File: src/rtl/line_engine.sv
// line_engine: Bresenham line rasteriser that sits between the CPU command port
// and the framebuffer write arbiter. It accepts one line command at a time and
// emits one framebuffer write per pixel, in order from (x0,y0) to (x1,y1).
// Pixels whose y lies below the framebuffer are stepped over without a write.
module line_engine #(
    parameter int PIXEL_WIDTH    = 1024,
    parameter int PIXEL_HEIGHT   = 768,
    parameter int X_BITS         = 10,
    parameter int Y_BITS         = 10,
    parameter int COLOR_BITS     = 1,
    parameter int MEM_ADDR_WIDTH = 20
) (
    input  logic                      clk,
    input  logic                      rst_n,
    input  logic [X_BITS-1:0]         x0,
    input  logic [Y_BITS-1:0]         y0,
    input  logic [X_BITS-1:0]         x1,
    input  logic [Y_BITS-1:0]         y1,
    input  logic [COLOR_BITS-1:0]     color,
    input  logic                      cmd_valid,
    output logic                      cmd_ready,
    output logic                      busy,
    output logic                      wr_en,
    input  logic                      wr_ready,
    output logic [MEM_ADDR_WIDTH-1:0] wr_addr,
    output logic [COLOR_BITS-1:0]     wr_data
);

    // Error term width: |dx| and |dy| need max(X_BITS,Y_BITS) bits, and the
    // doubled, signed error needs two more bits plus one bit of headroom.
    localparam int ERR_W = ((X_BITS > Y_BITS) ? X_BITS : Y_BITS) + 3;

    // One extra bit so the height still fits when it equals 2**Y_BITS.
    localparam logic [Y_BITS:0] HEIGHT_L = (Y_BITS + 1)'(PIXEL_HEIGHT);

    typedef enum logic [1:0] {
        S_IDLE  = 2'd0,
        S_SETUP = 2'd1,
        S_DRAW  = 2'd2
    } state_t;

    state_t state_q;

    // Latched command.
    logic [X_BITS-1:0]     x0_q, x1_q;
    logic [Y_BITS-1:0]     y0_q, y1_q;
    logic [COLOR_BITS-1:0] color_q;

    // Bresenham state.
    logic signed [ERR_W-1:0] dx_q;
    logic signed [ERR_W-1:0] dy_q;
    logic signed [ERR_W-1:0] err_q;
    logic                    sx_neg_q;
    logic                    sy_neg_q;
    logic [X_BITS-1:0]       cur_x_q;
    logic [Y_BITS-1:0]       cur_y_q;

    // Registered outputs.
    logic                      cmd_ready_q;
    logic                      busy_q;
    logic                      wr_en_q;
    logic [MEM_ADDR_WIDTH-1:0] wr_addr_q;
    logic [COLOR_BITS-1:0]     wr_data_q;

    // Combinational setup and step values.
    logic signed [ERR_W-1:0] setup_dx_d;
    logic signed [ERR_W-1:0] setup_dy_abs;
    logic signed [ERR_W-1:0] setup_dy_d;
    logic signed [ERR_W-1:0] e2;
    logic                    step_x;
    logic                    step_y;
    logic signed [ERR_W-1:0] err_d;
    logic [X_BITS-1:0]       cur_x_d;
    logic [Y_BITS-1:0]       cur_y_d;
    logic                    retire;
    logic                    at_end;

    // Linear framebuffer address of a pixel, row-major with PIXEL_WIDTH stride.
    function automatic logic [MEM_ADDR_WIDTH-1:0] pix_addr(
        input logic [X_BITS-1:0] x,
        input logic [Y_BITS-1:0] y
    );
        return MEM_ADDR_WIDTH'(y) * MEM_ADDR_WIDTH'(PIXEL_WIDTH) + MEM_ADDR_WIDTH'(x);
    endfunction

    // A pixel is written only when its row exists in the framebuffer.
    function automatic logic in_frame(input logic [Y_BITS-1:0] y);
        return {1'b0, y} < HEIGHT_L;
    endfunction

    // Line deltas computed from the latched endpoints, consumed in SETUP.
    always_comb begin
        // NOTE: every always_comb output gets a default first so no path can infer a latch.
        setup_dx_d   = '0;
        setup_dy_abs = '0;
        if (x1_q >= x0_q) setup_dx_d = ERR_W'(x1_q - x0_q);
        else              setup_dx_d = ERR_W'(x0_q - x1_q);
        if (y1_q >= y0_q) setup_dy_abs = ERR_W'(y1_q - y0_q);
        else              setup_dy_abs = ERR_W'(y0_q - y1_q);
        setup_dy_d = -setup_dy_abs;
    end

    // One Bresenham step from the current pixel; both decisions use the pre-step error.
    always_comb begin
        e2      = err_q <<< 1;
        step_x  = (e2 >= dy_q);
        step_y  = (e2 <= dx_q);
        err_d   = err_q;
        cur_x_d = cur_x_q;
        cur_y_d = cur_y_q;
        if (step_x) begin
            err_d   = err_d + dy_q;
            cur_x_d = sx_neg_q ? cur_x_q - X_BITS'(1) : cur_x_q + X_BITS'(1);
        end
        if (step_y) begin
            err_d   = err_d + dx_q;
            cur_y_d = sy_neg_q ? cur_y_q - Y_BITS'(1) : cur_y_q + Y_BITS'(1);
        end
    end

    // The presented pixel leaves when the arbiter takes it, or at once if clipped.
    always_comb begin
        retire = wr_en_q ? wr_ready : 1'b1;
        at_end = (cur_x_q == x1_q) && (cur_y_q == y1_q);
    end

    // Control FSM and datapath registers, including all registered outputs.
    always_ff @(posedge clk) begin
        if (!rst_n) begin
            // NOTE: the whole datapath is cleared so a line cut short by reset leaves no stale pixel behind.
            state_q     <= S_IDLE;
            x0_q        <= '0;
            x1_q        <= '0;
            y0_q        <= '0;
            y1_q        <= '0;
            color_q     <= '0;
            dx_q        <= '0;
            dy_q        <= '0;
            err_q       <= '0;
            sx_neg_q    <= 1'b0;
            sy_neg_q    <= 1'b0;
            cur_x_q     <= '0;
            cur_y_q     <= '0;
            cmd_ready_q <= 1'b1;
            busy_q      <= 1'b0;
            wr_en_q     <= 1'b0;
            wr_addr_q   <= '0;
            wr_data_q   <= '0;
        end else begin
            // NOTE: state uses non-blocking assignments so every register sees pre-edge values.
            case (state_q)
                S_IDLE: begin
                    if (cmd_valid && cmd_ready_q) begin
                        x0_q        <= x0;
                        y0_q        <= y0;
                        x1_q        <= x1;
                        y1_q        <= y1;
                        color_q     <= color;
                        cmd_ready_q <= 1'b0;
                        busy_q      <= 1'b1;
                        state_q     <= S_SETUP;
                    end
                end

                S_SETUP: begin
                    dx_q      <= setup_dx_d;
                    dy_q      <= setup_dy_d;
                    err_q     <= setup_dx_d + setup_dy_d;
                    sx_neg_q  <= !(x0_q < x1_q);
                    sy_neg_q  <= !(y0_q < y1_q);
                    cur_x_q   <= x0_q;
                    cur_y_q   <= y0_q;
                    wr_en_q   <= in_frame(y0_q);
                    wr_addr_q <= pix_addr(x0_q, y0_q);
                    wr_data_q <= color_q;
                    state_q   <= S_DRAW;
                end

                S_DRAW: begin
                    // Outputs stay frozen while a write is stalled by the arbiter.
                    if (retire) begin
                        if (at_end) begin
                            wr_en_q     <= 1'b0;
                            cmd_ready_q <= 1'b1;
                            busy_q      <= 1'b0;
                            state_q     <= S_IDLE;
                        end else begin
                            err_q     <= err_d;
                            cur_x_q   <= cur_x_d;
                            cur_y_q   <= cur_y_d;
                            wr_en_q   <= in_frame(cur_y_d);
                            wr_addr_q <= pix_addr(cur_x_d, cur_y_d);
                        end
                    end
                end

                default: state_q <= S_IDLE;
            endcase
        end
    end

    assign cmd_ready = cmd_ready_q;
    assign busy      = busy_q;
    assign wr_en     = wr_en_q;
    assign wr_addr   = wr_addr_q;
    assign wr_data   = wr_data_q;

endmodule

File: config.mk
export PLATFORM = sky130hd
export DESIGN_NAME = line_engine
export DESIGN_NICKNAME = d
export VERILOG_FILES = /design/src/rtl/line_engine.sv
export SDC_FILE = /design/constraint.sdc
export NUM_CORES = 1
export LEC_CHECK = 0
export ABC_CLOCK_PERIOD_IN_PS = 6600
export CAP_MARGIN = 40
export CORE_ASPECT_RATIO = 1.1
export CORE_UTILIZATION = 35
export CTS_CLUSTER_DIAMETER = 60
export CTS_CLUSTER_SIZE = 24
export DETAILED_ROUTE_END_ITERATION = 10
export SYNTH_ARGS = -nofsm -noshare
export SYNTH_HDL_FRONTEND = slang
export SYNTH_SLANG_ARGS = --single-unit
File: constraint.sdc
create_clock -name clk -period 6.6 [get_ports clk]
set_input_delay 0.99 -clock clk [delete_from_list [all_inputs] [get_ports clk]]
set_output_delay 0.99 -clock clk [all_outputs]
set_load 0.02 [all_outputs]
Word level (Yosys, flattened, before mapping)
Index checks and enable logic that the tools add are counted.
- bits in registers: 128
- output and inout bits: 24
- bits of input ports: 45
- word-level logic and storage cells: 96
- order comparisons: 8
- multiplexer cells: 36
- reductions and logical operators: 12
- add/subtract/negate cells: 14
- eq/ne operators: 8
- operators with widths (kind ; count):
    $mux 10 ; 8
    $mux 13 ; 6
    $sub 10x10->11 ; 4
    $add 20x10->20 ; 2
    $mux 20 ; 2
    $pmux 10 s2 ; 2
    $pmux 20 s2 ; 1
    $add 13x13->13 ; 3
    $pmux 13 s2 ; 1
    $add 10x1->10 const B ; 2
    $eq 10x10->1 ; 2
    $ge 10x10->1 ; 2
    $lt 10x10->1 ; 2
    $lt 10x10->1 const B ; 2
    $sub 10x1->10 const B ; 2
    $ge 13x13->1 ; 1
    $le 13x13->1 ; 1
    $neg 13->13 ; 1
    $mux 1 ; 9
    $ne 2x2->1 const B ; 4
    $mux 2 ; 3
    $pmux 1 s2 ; 3
    $pmux 2 s3 ; 1
    $reduce_and 3->1 ; 2
    8 further kinds ; 12

Logic depth before layout (Yosys ltp)
Gate-level depths: netlist of run 1.
- depth after elaboration: 7
- mapped depth: 27
- gate-level depth less buffers: 26

Worst setup path before layout of run 1
No wires, ideal clock.
- path kind: reg-to-reg
- start: reg dy_q[1]
- end: reg err_q[11]
- library setup time: 0.116 ns
- path buffers: 1
- arrival time: 4.999 ns
- data required time: 6.484 ns
- slack: 1.485 ns
- period minus slack after synthesis: 5.115 ns
- cell stages (with the launch flop): 27
- cell sequence: dfxtp_1 > inv_1 > ha_1 > nor2b_1 > o21ai_0 > nand2b_1 > a21oi_1 > o21ai_0 > a41oi_1 > a21oi_1 > o21ai_1 > clkbuf_1 > mux2_2 > inv_1 > ha_1 > a21o_1 > a21oi_1 > o21ai_0 > a31o_2 > a41oi_1 > a21oi_1 > xnor2_1 > nand2_1 > xor3_1 > a22o_1 > nor3_1 > and3b_1
- word-level cells in the longest chain between the ends: 7
- elaborated cells between the ends (all ways): 8
- classes of those cells: add/sub (2); order compare (1); mux (5)
- ends and longest elaborated chain (item ; RTL line ; RTL):
    from (decl) ; 51 ; logic signed [ERR_W-1:0] dy_q;
    from (signal assigned) ; 167 ; dy_q <= setup_dy_d;
    $add 13x13->13 / $ge 13x13->1 (equally long branches) ; 112, 106 ;
    $mux 13 * ; 111 ; if (step_x) begin
    $add 13x13->13 ; 116 ; err_d = err_d + dx_q;
    $mux 13 * ; 115 ; if (step_y) begin
    $mux 13 * ; 182 ; if (at_end) begin
    $mux 13 * ; 181 ; if (retire) begin
    $pmux 13 s2 * ; 151 ; case (state_q)
    to (signal assigned) ; 168 ; err_q <= setup_dx_d + setup_dy_d;
    to (signal assigned) ; 188 ; err_q <= err_d;
    to (decl) ; 52 ; logic signed [ERR_W-1:0] err_q;
Every way passes the cells marked *; elsewhere a longest branch is shown, timed or not. The select of a mux whose other input is x is not followed.
A chain may end at the register's enable or synchronous reset.

Worst setup path after layout of run 1
Ends and elaborated chain as after synthesis.

==> impl_summary.txt, run 1 <==
----------------------------------------------------
[Finish]
  Ratio of cells with drive above 1 in the final layout ... 0.05840
  Inserted Diodes ... 0
  Layout area overhead ... 14.87%
  Number of standard cells in the layout, taps in and fillers out ... 1602
  Count of fill cells added during filler insertion ... 2712
  Post-layout net count ... 1411

[Timing]
  Tightest hold margin ... 0.4610 ns
  Number of endpoints failing setup at the final stage ... 0
  Crit share post-route ... 0.7976
  Relative slew margins ... 0.3812
  Setup repair after global routing missed its margin ... false
  Setup Skew ... 0.01425 ns
  Peak Freq ... 190.0 MHz
  Fin Setup TNS ... 0 ns
  Slew @ Worst Pin ... 0.9282 ns
  Final Hold Violating Endpoints ... 0
  Setup slack after layout ... 1.336 ns
  Final period demand of the worst path ... 5.264 ns
  Number of pins exceeding their max-slew limit in the final report ... 0

[Detailed routing]
  Avg WL per Cell ... 16.11 um
  Post-detailed-route count of antenna-violating nets ... 0
  Starting DRC count in detailed routing ... 392
  Aggregate routed wire length ... 25.81 mm
  Via total after detailed routing ... 8431
  1st-pass router iterations ... 4
  Via density ... 5.263
  Post-route DRC violation count ... 0

[Global routing]
  Global-route usage over all layers ... 0.1937
  First-pass GRT wire length ... 40.89 mm
  Number of global-route vias before repair ... 7832
  Global-route congestion overflow total ... 0
  Antenna violations before repair ... 0
  Maximum number of pins on one net before global-route repair ... 48

[Critical path]
  Reg2reg start ... dy_q[1]
  Worst setup endpoint ... err_q[11]
  Critical path peak fanout ... 6
  Element type at the critical path end ... flop
  Crit Reg-Reg Endpoint ... err_q[11]
  Origin of the worst setup path ... dy_q[1]
  Critical Path RT ... 6.85 ns
  Element type at the critical path start ... flop
  Minimum setup slack among reg-to-reg paths ... 1.34 ns
  Category of the critical setup timing path ... reg2reg
  Cell count of the worst reg-to-reg path ... 25
  Arrival time at the worst endpoint ... 5.52 ns

[Yosys]
  Number of synthesized flops with an enable pin ... 0
  Most frequent cell after synthesis ... sky130_fd_sc_hd__nand2_1
  Mapped Cells ... 1207
  Synth warn ... 0
  Top cells by instance count after synthesis ... 174 x sky130_fd_sc_hd__nand2_1, 135 x sky130_fd_sc_hd__a21oi_1, 112 x sky130_fd_sc_hd__ha_1
  Cell area after synthesis ... 9238 sq um
  Syn_nets ... 1373
  Avg Inst Size Synth ... 7.653 sq um
  Flip-flop cell with the highest count after synthesis ... sky130_fd_sc_hd__dfxtp_1
  Library cell occupying the most area in the post-synthesis netlist ... sky130_fd_sc_hd__dfxtp_1
  Cells taking the most area after synthesis ... sky130_fd_sc_hd__dfxtp_1 23%, sky130_fd_sc_hd__ha_1 15%, sky130_fd_sc_hd__a21oi_1 7.3%
  Async set-or-reset flop fraction in the synthesized netlist ... 0
  Flop and latch count out of synthesis ... 105
  Number of distinct library cells after synthesis ... 82
  Proportion of netlist area held by the largest area contributor ... 0.2275
  Portion of the post-synthesis area used by sequential elements ... 0.2275

[Place]
  IO Port Bufs ... 68
  Pre-CTS setup slack ... 1.375 ns
  Total placed cells including tap cells ... 1586
  Final HPWL DP ... 20.02 mm
  Routability congestion estimate ... 0.9063

[Clock network]
  Post-CTS Repair Setup Buffers ... 0
  Maximum level of the CTS H-tree ... 3
  Number of buffers added to fix hold violations after cts ... 0
  Clock network latency to the later pin of the worst-skew pair ... 0.37 ns
  Num Clock Sinks ... 105
  Cts bufs inserted ... 9
  Clock tree from TritonCTS ... built
  PostCTS Resize Cnt ... 0
  CTS max path bufs ... 2
  Clock tree root buffer cell ... sky130_fd_sc_hd__clkbuf_16
  Clock edge transition at the registers on the reported setup and hold paths ... 0.08 ns

[Run status]
  Run status ... completed

[Pwr]
  Fraction of power spent switching nets ... 0.4698
  Share of total power in combinational logic ... 0.674
  Internal Pwr Total ... 2362 uW
  Max VDD drop ... 0.2012 mV
  Net load switching power ... 2093 uW
  Register share of total power ... 0.189
  Cell area power density ... 419.8 nW/um^2
  Clock network fraction of design power ... 0.137
  Static leakage power ... 0.004416 uW

[Die]
  Top-level port count ... 69
  Height of the die ... 172.4 um
  Starting density of the core ... 0.3555
  Core Box Area ... 25990 sq um
  Die span in x ... 156.9 um
  Die area ... 27050 sq um
  Number of placement rows ... 62

[Hold path]
  Hold Path Depth ... 2
  Class of the worst hold path ... reg2reg

[Job]
  Maxcap violations ... 0

----------------------------------------------------
worst max-delay path, cell delays in order (launching register included):
cell	delay, ns
sky130_fd_sc_hd__dfxtp_1	0.36
sky130_fd_sc_hd__inv_1	0.09
sky130_fd_sc_hd__ha_1	0.28
sky130_fd_sc_hd__nor2b_1	0.12
sky130_fd_sc_hd__o21ai_0	0.14
sky130_fd_sc_hd__nand2b_1	0.08
sky130_fd_sc_hd__a21oi_1	0.14
sky130_fd_sc_hd__o21ai_0	0.12
sky130_fd_sc_hd__a41oi_1	0.22
sky130_fd_sc_hd__a21oi_1	0.13
sky130_fd_sc_hd__o21ai_2	0.33
sky130_fd_sc_hd__mux2_2	0.42
sky130_fd_sc_hd__inv_1	0.07
sky130_fd_sc_hd__ha_1	0.22
sky130_fd_sc_hd__a21o_1	0.17
sky130_fd_sc_hd__a21oi_1	0.21
sky130_fd_sc_hd__o21ai_0	0.14
sky130_fd_sc_hd__a31o_2	0.28
sky130_fd_sc_hd__a41oi_1	0.28
sky130_fd_sc_hd__a21oi_1	0.13
sky130_fd_sc_hd__xnor2_1	0.15
sky130_fd_sc_hd__nand2_1	0.09
sky130_fd_sc_hd__xor3_1	0.36
sky130_fd_sc_hd__a22o_1	0.27
sky130_fd_sc_hd__nor3_1	0.18
sky130_fd_sc_hd__and3b_1	0.19
power by group through the flow:
stage | combinational, uW | sequential, uW | clock [uW]
floorplan | 2290 | 837 | 0
global placement | 2930 | 856 | 0
detailed placement | 2980 | 857 | 0
CTS | 2990 | 842 | 618
global route | 3330 | 857 | 643
finish | 3000 | 842 | 611
routing by layer:
metal / track usage / share of wire
met1: 0.2679 / 0.49
met2: 0.3129 / 0.45
met3: 0.02481 / 0.037
met4: 0.05541 / 0.019
met5: 0 / 0
cell type report:
cell class / instances / area, sq um / share of cell area
clock inverter: 4 / 75.07 / 0.007075
clock buffer: 12 / 256.5 / 0.02417
sequential: 105 / 2102 / 0.1981
inverter: 107 / 401.6 / 0.03785
tap: 352 / 440.4 / 0.04150
timing repair buffer: 80 / 778.2 / 0.07334
multi-input combinational: 942 / 6558 / 0.6180
worst min path at each step:
stage,start,endpoint,slack (ns)
CTS,dy_q[11],dy_q[11],0.46
global placement,dy_q[11],dy_q[11],0.45
detailed placement,busy,busy,0.45
finish,dy_q[11],dy_q[11],0.46
global route,busy,busy,0.48
floorplan,color_q,wr_data,0.43
state kept, by name (all words and copies together), names as in the netlist:
name	flops
busy	1
cmd_ready	1
color_q	1
cur_x_q	9
cur_y_q	10
dx_q	11
dy_q	13
err_q	12
state_q	2
sx_neg_q	1
sy_neg_q	1
wr_addr	1
wr_data	1
wr_en	1
x0_q	10
x1_q	10
y0_q	10
y1_q	10
cell usage in the layout, fill, tap and decap left out, drive strengths merged, types with 5 or more instances in the layout:
| master | count |
|---|---|
| nor4 | 5 |
| a311oi | 6 |
| nor3 | 11 |
| a21oi | 141 |
| ha | 112 |
| nor2b | 23 |
| buf | 12 |
| a31oi | 10 |
| o22ai | 11 |
| xor2 | 31 |
| xnor2 | 50 |
| mux2 | 14 |
| nand4 | 9 |
| dfxtp | 105 |
| clkbuf | 12 |
| or3 | 5 |
| o31ai | 9 |
| mux2i | 13 |
| o21ai | 70 |
| o21bai | 18 |
| inv | 107 |
| nor2 | 75 |
| a211oi | 22 |
| nand2 | 176 |
| a21o | 23 |
| nand3 | 19 |
| clkdlybuf4s50 | 68 |
| fa | 9 |
| o211ai | 11 |
| nand2b | 9 |
metrics by stage:
| stage | power [uW] | utilization | area [sq um] |
|---|---|---|---|
| global route | 4830 | 0.4083 | 10610 |
| CTS | 4451 | 0.4083 | 10610 |
| finish | 4455 | 0.4083 | 10610 |
| global placement | 3786 | 0.3950 | 10260 |
| floorplan | 3128 | - | 9238 |
| detailed placement | 3833 | 0.3956 | 10280 |
cells by family after synthesis:
group | share of synthesized area
compound gates | 0.2411
xor+xnor | 0.08520
fa+ha+maj | 0.1723
buf+inv | 0.06623
flops | 0.2276
mux | 0.03115
simple gates | 0.1765
Note: power is estimated with default switching activity, not from simulation.
==> run 2: changes to the inputs <==
ABC_CLOCK_PERIOD_IN_PS = 4500   (was 6600)
clock period = 4.5 ns   (was 6.6 ns; I/O delays follow)
==> run 2 against run 1 <==
Worst setup slack worse by 1.2 ns. Critical path depth down 7. Highest routed layer unchanged. Total power up 57%. Register-to-register slack worse by 1.2 ns. Largest power group unchanged. Critical endpoint unchanged. Routed wire length up 5.0%.
==> impl_summary.txt, run 2 (same netlist as run 1, synthesis figures left out) <==
----------------------------------------------------
[Finish]
  Post-layout net count ... 1467 (+4.0%)
  Count of fill cells added during filler insertion ... 2675 (-1.4%)
  Ratio of cells with drive above 1 in the final layout ... 0.1217 (+0.06335)
  Max FFs per register ... 13 (unchanged)
  Register area ... 2105 sq um (+0.12%)
  Inserted Diodes ... 0 (unchanged)
  Largest Register ... dy_q
  Most common library cell in the layout ignoring fill and taps ... sky130_fd_sc_hd__nand2_1
  Commonest cells after routing, fill and taps aside ... 174 x sky130_fd_sc_hd__nand2_1, 128 x sky130_fd_sc_hd__a21oi_1, 105 x sky130_fd_sc_hd__ha_1
  Layout area overhead ... 21.08%
  Largest registers ranked by flip-flop count ... dy_q (13), err_q (12), dx_q (11)
  Area of the multi-input gates ... 6726 sq um (+2.6%)

[Hold path]
  Hold worst-path end ... busy
  Class of the worst hold path ... reg2reg
  Worst hold path startpoint ... busy
  Hold Path Depth ... 2 (unchanged)

[Die]
  Number of placement rows ... 62 (unchanged)
  Core Box Area ... 25990 sq um (unchanged)
  Height of the die ... 172.4 um (unchanged)
  Die area ... 27050 sq um (unchanged)
  Starting density of the core ... 0.3555 (unchanged)
  Die span in x ... 156.9 um (unchanged)
  Top-level port count ... 69 (unchanged)

[Timing]
  Tightest hold margin ... 0.4569 ns (-0.004106 ns)
  Slew @ Worst Pin ... 0.8335 ns (-0.09471 ns)
  Setup repair after global routing missed its margin ... true
  Relative slew margins ... 0.4423 (+0.06109)
  Peak Freq ... 228.2 MHz (+20%)
  Final period demand of the worst path ... 4.382 ns (-0.8821 ns)
  Setup slack after layout ... 0.1182 ns (-1.218 ns)
  Number of pins exceeding their max-slew limit in the final report ... 0 (unchanged)
  Number of endpoints failing setup at the final stage ... 0 (unchanged)
  Final Hold Violating Endpoints ... 0 (unchanged)
  Setup Skew ... 0.007905 ns (-0.006344 ns)
  Crit share post-route ... 0.9737 (+0.1762)

[Critical path]
  Category of cells accounting for the largest share of critical-path delay ... compound AO/OA/AOI/OAI gates
  Delay of the slowest cell on the worst path ... 0.36 ns (-0.06 ns)
  Element type at the critical path end ... flop
  Element type at the critical path start ... flop
  Reg2reg start ... x0_q[1]
  Cell count of the worst reg-to-reg path ... 18 (-28%)
  Critical Path RT ... 4.76 ns (-2.09 ns)
  Arrival time at the worst endpoint ... 4.64 ns (-0.88 ns)
  Cells along the critical path ... inv_1 -> ha_1 -> nor2b_1 -> o2111ai_1 -> o2111ai_1 -> a21oi_2 -> buf_4 -> buf_4 -> mux2_2 -> a221oi_1 -> o21ai_0 -> xor2_1 -> ha_1 -> inv_1 -> o311ai_2 -> o211ai_1 -> nor3_2 -> and3b_1
  Crit Reg-Reg Endpoint ... err_q[11]
  Critical path peak fanout ... 15 (+9)
  Critical path buffer and inverter count ... 4 (+2)
  Critical-path cell with the highest stage delay ... sky130_fd_sc_hd__ha_1
  Category of the critical setup timing path ... reg2reg
  Minimum setup slack among reg-to-reg paths ... 0.12 ns (-1.22 ns)

[Clock network]
  Clock tree from TritonCTS ... built
  Clock network latency to the later pin of the worst-skew pair ... 0.36 ns (about the same)
  Num Clock Sinks ... 105 (unchanged)
  CTS max path bufs ... 2 (unchanged)
  Cts bufs inserted ... 9 (unchanged)
  Clock edge transition at the registers on the reported setup and hold paths ... 0.08 ns (about the same)
  Maximum level of the CTS H-tree ... 3 (unchanged)
  Clock tree root buffer cell ... sky130_fd_sc_hd__clkbuf_16

[Detailed routing]
  Top layer used by detailed routing ... met4
  Via total after detailed routing ... 8589 (+1.9%)
  Amount of wire on met2 after detailed routing ... 12.53 mm (+7.0%)
  Avg WL per Cell ... 16.34 um (+1.4%)
  Starting DRC count in detailed routing ... 418 (+6.6%)
  Post-route DRC violation count ... 0 (unchanged)
  Post-detailed-route count of antenna-violating nets ... 0 (unchanged)
  Aggregate routed wire length ... 27.09 mm (+5.0%)
  Via density ... 5.180 (-1.6%)
  1st-pass router iterations ... 4 (unchanged)
  Sum of met3 wire segment lengths after detailed routing ... 931 um (-1.5%)
  Routed length on met1 ... 13.20 mm (+4.2%)

[Place]
  Pre-CTS setup slack ... -0.2749 ns (-1.650 ns)
  IO Port Bufs ... 68 (unchanged)
  Routability congestion estimate ... 0.8749 (-3.5%)
  Final HPWL DP ... 20.69 mm (+3.4%)

[Global routing]
  First-pass GRT wire length ... 42.75 mm (+4.6%)
  Maximum number of pins on one net before global-route repair ... 71 (+48%)
  Antenna violations before repair ... 0 (unchanged)
  Global-route usage over all layers ... 0.2037 (+0.01000)
  Global-route congestion overflow total ... 0 (unchanged)
  Number of global-route vias before repair ... 8137 (+3.9%)

[Pwr]
  Static leakage power ... 0.004707 uW (+6.6%)
  Cell area power density ... 626.5 nW/um^2 (+49%)
  Max VDD drop ... 0.3081 mV (+53%)
  Total power after layout ... 7007 uW (+57%)

[Job]
  Maxcap violations ... 0 (unchanged)

[Run status]
  Run status ... completed

----------------------------------------------------
run 2: changes by cell type in the layout (fill, tap and decap cells not counted), sizes merged:
cell      change
clkinvlp      -2
inv           +2
bufinv        -1
buf          +56
clkinv        +4
clkbuf        -3
run 2: what timing repair did:
action,in CTS,in global routing
buffers inserted,2,7
resized for setup,12,30
hold buffers,0,0
pin swaps,6,26
endpoints found under the setup margin,3,5
run 2: layer usage:
layer | vias to the layer above | global-route usage
met5 | - | 0
met2 | 152 | 0.3328
li1 | 4374 | -
met4 | 0 | 0.05115
met1 | 4036 | 0.2829
met3 | 27 | 0.02381
run 2: stage by stage:
stage / TNS, ns / cell area (sq um) / std cells / utilization
floorplan: -0.02338 / 9266 / 1207 / -
global placement: -0.2364 / 10650 / 1633 / 0.4099
detailed placement: -0.6801 / 10650 / 1633 / 0.4099
CTS: 0 / 11010 / 1651 / 0.4235
global route: -0.2916 / 11180 / 1658 / 0.4304
finish: 0 / 11180 / 1658 / 0.4304
run 2: final cells by class:
type                            instances  share of cell area
Multi-Input combinational cell        942              0.6014
Sequential cell                       105              0.1882
Timing Repair Buffer                  136              0.1080
Tap cell                              352             0.03938
Inverter                              107             0.03591
Clock buffer                            9             0.02014
Clock inverter                          7            0.007048
run 2: how the worst max path moves through the flow:
stage / startpoint / end / slack, ns / depth (start not counted)
after floorplan: dy_q[1] / err_q[11] / -0.02 / 26
after global placement: dy_q[1] / err_q[11] / -0.12 / 25
after detailed placement: dy_q[1] / err_q[10] / -0.27 / 26
after CTS: dy_q[1] / err_q[10] / 0.02 / 24
after global routing: dy_q[1] / err_q[10] / -0.16 / 26
final: x0_q[1] / err_q[11] / 0.12 / 18
run 2: worst register-to-register path: cells and delay by family, from the launching register on:
family / cells / cell delay [ns]
mux: 1 / 0.36
flops: 1 / 0.33
buf+inv: 4 / 0.52
compound gates: 7 / 1.65
fa+ha+maj: 2 / 0.68
xor+xnor: 1 / 0.20
simple gates: 3 / 0.54
run 2: power breakdown:
group	total [uW]	internal, uW	switching [uW]
combinational	4950	2230	2710
clock	841	439	402
sequential	1220	1060	163
total	7010	3730	3280
